--- src/rtl/uart_rx_if.sv ---
`default_nettype none
// ============================================================================
//  Module      : uart_rx_if
//  Description : Signal bundle between the UART receiver and its byte
//                consumer: serial line in, received byte and status strobes out.
//  Revision    : 1.0  initial release
// ============================================================================
interface uart_rx_if;
  logic       rx;          // serial line, asynchronous, idles high
  logic [7:0] data;        // last correctly framed byte
  logic       rx_done;     // 1-cycle strobe: data updated
  logic       err;         // 1-cycle strobe: framing error
  logic       parity_err;  // 1-cycle strobe: parity mismatch

  // Receiver side: consumes the line, produces byte and strobes
  modport master (
    input  rx,
    output data,
    output rx_done,
    output err,
    output parity_err
  );

  // Pad / consumer side: drives the line, observes byte and strobes
  modport slave (
    output rx,
    input  data,
    input  rx_done,
    input  err,
    input  parity_err
  );
endinterface
`default_nettype wire

--- src/rtl/uart_rx.sv ---
`default_nettype none
// ============================================================================
//  Module      : uart_rx
//  Description : UART receiver, 8N1 LSB first, idle-high line. Two-flop
//                synchroniser, start-bit qualification at half a bit, mid-bit
//                sampling, 1-cycle rx_done / err / parity_err strobes.
//                Optional feature macro: UART_RX_PARITY_EN (8E1 framing with
//                an extra PARITY state and a parity_err strobe).
//  Revision    : 1.0  initial release
// ============================================================================
module uart_rx #(
  parameter int CLK_FREQ  = 50_000_000,
  parameter int BAUD_RATE = 115_200
) (
  input  wire logic clk,
  input  wire logic rst,      // asynchronous, active-low
  uart_rx_if.master bus
);

  localparam int CLKS_PER_BIT = CLK_FREQ / BAUD_RATE;
  localparam int CNT_W        = (CLKS_PER_BIT > 1) ? $clog2(CLKS_PER_BIT) : 1;
  localparam logic [CNT_W-1:0] FULL_M1 = CNT_W'(CLKS_PER_BIT - 1);
  localparam logic [CNT_W-1:0] HALF_M1 = CNT_W'(CLKS_PER_BIT / 2 - 1);

  generate
    if (CLKS_PER_BIT < 4) begin : g_bad_clks_per_bit
      $error("uart_rx: CLK_FREQ/BAUD_RATE must be at least 4");
    end
  endgenerate

`ifdef UART_RX_PARITY_EN
  localparam int ST_W = 5;
`else
  localparam int ST_W = 4;
`endif

  // One-hot state encoding, one bit per state
  typedef enum logic [ST_W-1:0] {
    IDLE   = ST_W'(1) << 0,
    START  = ST_W'(1) << 1,
    RX     = ST_W'(1) << 2,
    STOP   = ST_W'(1) << 3
`ifdef UART_RX_PARITY_EN
    ,
    PARITY = ST_W'(1) << 4
`endif
  } state_t;

  state_t           state_q, state_d;
  logic             sync1_q, sync2_q;
  logic [CNT_W-1:0] cnt_q, cnt_d;
  logic [2:0]       bit_idx_q, bit_idx_d;
  logic [7:0]       shift_q, shift_d;
  logic [7:0]       data_q, data_d;
  logic             rx_done_q, rx_done_d;
  logic             err_q, err_d;
  // Set once the line has been seen high since the last frame; a start is only
  // taken on a fresh high->low transition, so a held-low break yields one err.
  logic             armed_q, armed_d;
`ifdef UART_RX_PARITY_EN
  logic             par_q, par_d;
  logic             parity_err_q, parity_err_d;
`endif

  logic rx_s;
  assign rx_s = sync2_q;

  // Two-flop synchroniser for the asynchronous rx pin (idles high)
  always_ff @(posedge clk or negedge rst) begin
    if (!rst) begin
      sync1_q <= 1'b1;
      sync2_q <= 1'b1;
    end else begin
      sync1_q <= bus.rx;
      sync2_q <= sync1_q;
    end
  end

  // State and datapath registers
  always_ff @(posedge clk or negedge rst) begin
    if (!rst) begin
      state_q      <= IDLE;
      cnt_q        <= '0;
      bit_idx_q    <= '0;
      shift_q      <= '0;
      data_q       <= '0;
      rx_done_q    <= 1'b0;
      err_q        <= 1'b0;
      armed_q      <= 1'b0;
`ifdef UART_RX_PARITY_EN
      par_q        <= 1'b0;
      parity_err_q <= 1'b0;
`endif
    end else begin
      state_q      <= state_d;
      cnt_q        <= cnt_d;
      bit_idx_q    <= bit_idx_d;
      shift_q      <= shift_d;
      data_q       <= data_d;
      rx_done_q    <= rx_done_d;
      err_q        <= err_d;
      armed_q      <= armed_d;
`ifdef UART_RX_PARITY_EN
      par_q        <= par_d;
      parity_err_q <= parity_err_d;
`endif
    end
  end

  // Next-state, counters, shift register and strobe generation
  always_comb begin
    state_d      = state_q;
    cnt_d        = cnt_q;
    bit_idx_d    = bit_idx_q;
    shift_d      = shift_q;
    data_d       = data_q;
    rx_done_d    = 1'b0;
    err_d        = 1'b0;
    armed_d      = armed_q;
`ifdef UART_RX_PARITY_EN
    par_d        = par_q;
    parity_err_d = 1'b0;
`endif

    case (state_q)
      IDLE: begin
        armed_d = armed_q | rx_s;
        if (armed_q && !rx_s) begin
          state_d = START;
          cnt_d   = '0;
          armed_d = 1'b0;
        end
      end

      START: begin
        if (cnt_q == HALF_M1) begin
          cnt_d = '0;
          if (!rx_s) begin
            state_d   = RX;
            bit_idx_d = '0;
          end else begin
            state_d = IDLE;   // glitch shorter than half a bit
          end
        end else begin
          cnt_d = cnt_q + CNT_W'(1);
        end
      end

      RX: begin
        if (cnt_q == FULL_M1) begin
          cnt_d     = '0;
          shift_d   = {rx_s, shift_q[7:1]};
          bit_idx_d = bit_idx_q + 3'd1;
          if (bit_idx_q == 3'd7) begin
`ifdef UART_RX_PARITY_EN
            state_d = PARITY;
`else
            state_d = STOP;
`endif
          end
        end else begin
          cnt_d = cnt_q + CNT_W'(1);
        end
      end

`ifdef UART_RX_PARITY_EN
      PARITY: begin
        if (cnt_q == FULL_M1) begin
          cnt_d   = '0;
          par_d   = rx_s;
          state_d = STOP;
        end else begin
          cnt_d = cnt_q + CNT_W'(1);
        end
      end
`endif

      STOP: begin
        if (cnt_q == FULL_M1) begin
          cnt_d   = '0;
          state_d = IDLE;
          if (rx_s) begin
            // Stop bit high: line is idle, a start may follow immediately
            armed_d = 1'b1;
`ifdef UART_RX_PARITY_EN
            if ((^shift_q) == par_q) begin
              data_d    = shift_q;
              rx_done_d = 1'b1;
            end else begin
              parity_err_d = 1'b1;
            end
`else
            data_d    = shift_q;
            rx_done_d = 1'b1;
`endif
          end else begin
            err_d   = 1'b1;
            armed_d = 1'b0;
          end
        end else begin
          cnt_d = cnt_q + CNT_W'(1);
        end
      end

      default: begin
        state_d = IDLE;
        cnt_d   = '0;
      end
    endcase
  end

  assign bus.data    = data_q;
  assign bus.rx_done = rx_done_q;
  assign bus.err     = err_q;
`ifdef UART_RX_PARITY_EN
  assign bus.parity_err = parity_err_q;
`else
  assign bus.parity_err = 1'b0;
`endif

endmodule
`default_nettype wire

--- src/flat_wrapper.sv ---
// flat-port wrapper written by rule: the top's interface ports become plain ports
module uart_rx_flat 
#(
  parameter int CLK_FREQ  = 50_000_000,
  parameter int BAUD_RATE = 115_200
)
  (clk, rst, bus_rx, bus_data, bus_rx_done, bus_err, bus_parity_err);
  uart_rx_if bus_i ();
  input  wire logic clk;
  input  wire logic rst;
  input wire logic [$bits(bus_i.rx)-1:0] bus_rx;
  output wire logic [$bits(bus_i.data)-1:0] bus_data;
  output wire logic [$bits(bus_i.rx_done)-1:0] bus_rx_done;
  output wire logic [$bits(bus_i.err)-1:0] bus_err;
  output wire logic [$bits(bus_i.parity_err)-1:0] bus_parity_err;
  assign bus_i.rx = bus_rx;
  assign bus_data = bus_i.data;
  assign bus_rx_done = bus_i.rx_done;
  assign bus_err = bus_i.err;
  assign bus_parity_err = bus_i.parity_err;
  uart_rx #(.CLK_FREQ(CLK_FREQ), .BAUD_RATE(BAUD_RATE)) u_core (.clk(clk), .rst(rst), .bus(bus_i));
endmodule
--- config.mk ---
export PLATFORM = sky130hd
export DESIGN_NAME = uart_rx_flat
export DESIGN_NICKNAME = d
export VERILOG_FILES = /design/src/rtl/uart_rx_if.sv /design/src/rtl/uart_rx.sv /design/src/flat_wrapper.sv
export SDC_FILE = /design/constraint.sdc
export NUM_CORES = 1
export LEC_CHECK = 0
export CAP_MARGIN = 10
export CORE_MARGIN = 5
export CORE_UTILIZATION = 55
export DETAILED_ROUTE_END_ITERATION = 10
export PLACE_DENSITY = 0.88
export SLEW_MARGIN = 20
export SYNTH_ARGS = -nofsm -noshare
export SYNTH_HDL_FRONTEND = slang
export SYNTH_SLANG_ARGS = --single-unit
export TNS_END_PERCENT = 100
--- constraint.sdc ---
create_clock -name clk -period 5.8 [get_ports clk]
set_clock_uncertainty 0.15 [all_clocks]
set_input_delay 1.74 -clock clk [delete_from_list [all_inputs] [get_ports clk]]
set_output_delay 1.74 -clock clk [all_outputs]
set_load 0.05 [all_outputs]
==> metrics.txt <==
Hold Vio Cnt, Final=0; fill count=241; Hold WC Path Type=reg -> reg; Netlist Area Pre-Place=approximately 0.0018 mm^2; layout cells sized above 1=0.256; Syn Area/Cell=12.1 um^2; synth unique cells=47; Critical Path AT=1.51 ns; final instance area=approximately 0.0020 mm^2; EDFF count, synth=0; Routed WL=~3.2 mm; hold_buf cts=0; routed length per instance=15.2 um; vias in the first global route=1251; dpl cells=200; area post-placement=just under 0.002 mm^2; Die Y=67.0 um; vias per cell=about 5.8; Post-synth ARST share=1.00; leakage=0.918 nW; die width=67.0 um; setup_tns=0 ns; via count=1206; Residual DRC=0; clk sinks=37; I/O pin cnt=14; overall routing resource usage=0.162; CP delay by family, top=buffers and inverters; CP peak stage delay=0.81 ns; Final HPWL DP=2.16 mm; worst relative slew slack=0.542; FP Rows=20; Yosys warnings=0; final core utilization=0.662; pwr/cell area=308 mW/mm^2; slowest cell on the critical path=clkdlybuf4s50_1; area occupied by multi-input gates=807 um^2; Initial Util=0.580; Synth area leaders=dfrtp_1 (48%), mux2_2 (10%), dfstp_2 (4.4%); worst path cell trace=clkdlybuf4s50_1; Die Area=0.00449 mm^2; Tcrit/Tclk final=0.587; fin crit period=roughly 3.4 ns; Max Cap Viol=0; number of nets with antenna violations after routing=0; Post-Synthesis Cells=147; status=finished clean; Yosys top cell by area=dfrtp_1; Worst setup EP type=output port; global-route wire length before repair=roughly 5.5 mm; Clock Tree Root=clkbuf_4; final cell count without fillers=208; worst-margin pin slew=0.688 ns; Antenna diodes=0; Iter 0 DRT Violations=~110; port bufs=12; Post-CTS Setup Inserts=0; Post-synth top flop=dfrtp_1; Slew Limit Fails=0; Buf/Inv on CP=1; Clock Latency Late Sink=0.35 ns; cts bufs inserted=5; Final #Nets=171; Seq/Total Area, Yosys=0.521; Reg area=a little over 900 um^2; Final setup viols=0; CTS H-Tree Depth=2; largest net degree at the start of global routing=38; DRT Pass-1 Iters=4; Overflow after GRT=0; initial antenna violation count=0; CTS Buffer Depth=2; Post-CTS Resized=0; Startpoint Class=flop; CTS tree=built; FF+latch count, synth=37; worst path required time=3.91 ns; Synth top area share=0.477; VDD IR max=0.000220 V; Crit Path Category=reg -> out; crit path max fanout=2; Syn Nets=155; area growth from synthesis to layout=14.2%; final hold slack=roughly 0.21 ns; Core Region=0.00308 mm^2; RSZ-0062 raised after global routing=false; Final GP Congestion=roughly 0.83; Clock transition at path regs=0.11 ns; Fmax=0.294 GHz
==> cells in the mapped netlist, types with 2 or more instances <==
cell	instances
dfrtp_1	34
mux2_2	16
nand2_1	14
inv_1	8
o21ai_0	7
nor2_1	6
ha_1	5
o211ai_1	4
a22o_1	3
dfstp_2	3
and2_1	2
and3_1	2
buf_4	2
mux2_1	2
nand3_1	2
nor2b_1	2
nor3_1	2
nor4b_2	2
o22ai_1	2
or2_2	2
==> logic make-up after synthesis <==
| kind of cell | count (synthesis) | share of synthesized area |
|---|---|---|
| simple gates | 43 | 0.144 |
| buf+inv | 12 | 0.0343 |
| xor+xnor | 1 | 0.00491 |
| fa+ha+maj | 5 | 0.0350 |
| mux | 19 | 0.119 |
| compound gates | 29 | 0.139 |
| flops | 37 | 0.521 |
| other cells | 1 | 0.00210 |
==> routing by layer <==
layer  global-route usage  up-vias  part of all wire
met5                    0        -                 0
met3               0.0556        5             0.042
met1                0.191      610              0.46
met4               0.0506        0            0.0098
li1                     -      568                 -
met2                0.276       23              0.49
==> per-stage QoR <==
step	total power (W)	worst slack (ns)
2_1_floorplan	0.000410	3.31
3_3_place_gp	0.000433	2.78
3_5_place_dp	0.000440	2.76
4_1_cts	0.000629	2.37
5_1_grt	0.000663	2.32
6_report	0.000629	2.40
==> area by class of cell <==
class                      instances  area share
clock buffer                       6      0.0252
clock inverter                     2      0.0184
sequential                        37       0.456
timing repair buffer              13      0.0626
multi-input combinational         98       0.396
inverter                           8      0.0147
tap                               44      0.0270
==> layout by cell type (no fill, tap or decap), types with 2 or more instances in the layout <==
cell,netlist,routed
dfrtp_1,34,34
mux2_2,16,16
nand2_1,14,14
clkdlybuf4s50_1,0,12
inv_1,8,8
o21ai_0,7,7
nor2_1,6,6
ha_1,5,5
clkbuf_4,0,5
o211ai_1,4,4
a22o_1,3,3
dfstp_2,3,3
and2_1,2,2
and3_1,2,2
nor4b_2,2,2
mux2_1,2,2
or2_2,2,2
nand3_1,2,2
o22ai_1,2,2
nor3_1,2,2
nor2b_1,2,2
==> registers in the layout, indices dropped and copies added (netlist names) <==
| name | flops |
|---|---|
| u_core.cnt_q | 9 |
| u_core.bit_idx_q | 3 |
| u_core.sync1_q | 1 |
| u_core.rx_s | 1 |
| u_core.shift_q | 8 |
| u_core.armed_q | 1 |
| u_core.bus.err | 1 |
| u_core.bus.rx_done | 1 |
| u_core.bus.data | 8 |
| u_core.state_q | 4 |
==> power breakdown <==
group	switching [W]	leakage (nW)	internal, W
clock	0.0000871	0.0445	0.000102
sequential	0.0000254	0.502	0.000279
combinational	0.0000800	0.372	0.0000551
total	0.000193	0.918	0.000436
==> final timing paths <==
| check | slack [ns] | start | endpoint | cells past startpoint |
|---|---|---|---|---|
| worst max-delay path | 2.40 | u_core.bus.data[3] | bus_data[3] | 1 |
| worst min-delay path | 0.21 | u_core.sync1_q | u_core.rx_s | 0 |
| worst max register to register | 3.47 | u_core.cnt_q[1] | u_core.state_q[3] | 6 |
| worst min register to register | 0.21 | u_core.sync1_q | u_core.rx_s | 0 |
| max in group asynchronous | 3.49 | rst | u_core.sync1_q | 2 |
| min in group asynchronous | 1.64 | rst | u_core.cnt_q[7] | 2 |
Note: power is estimated with default switching activity, not from simulation.
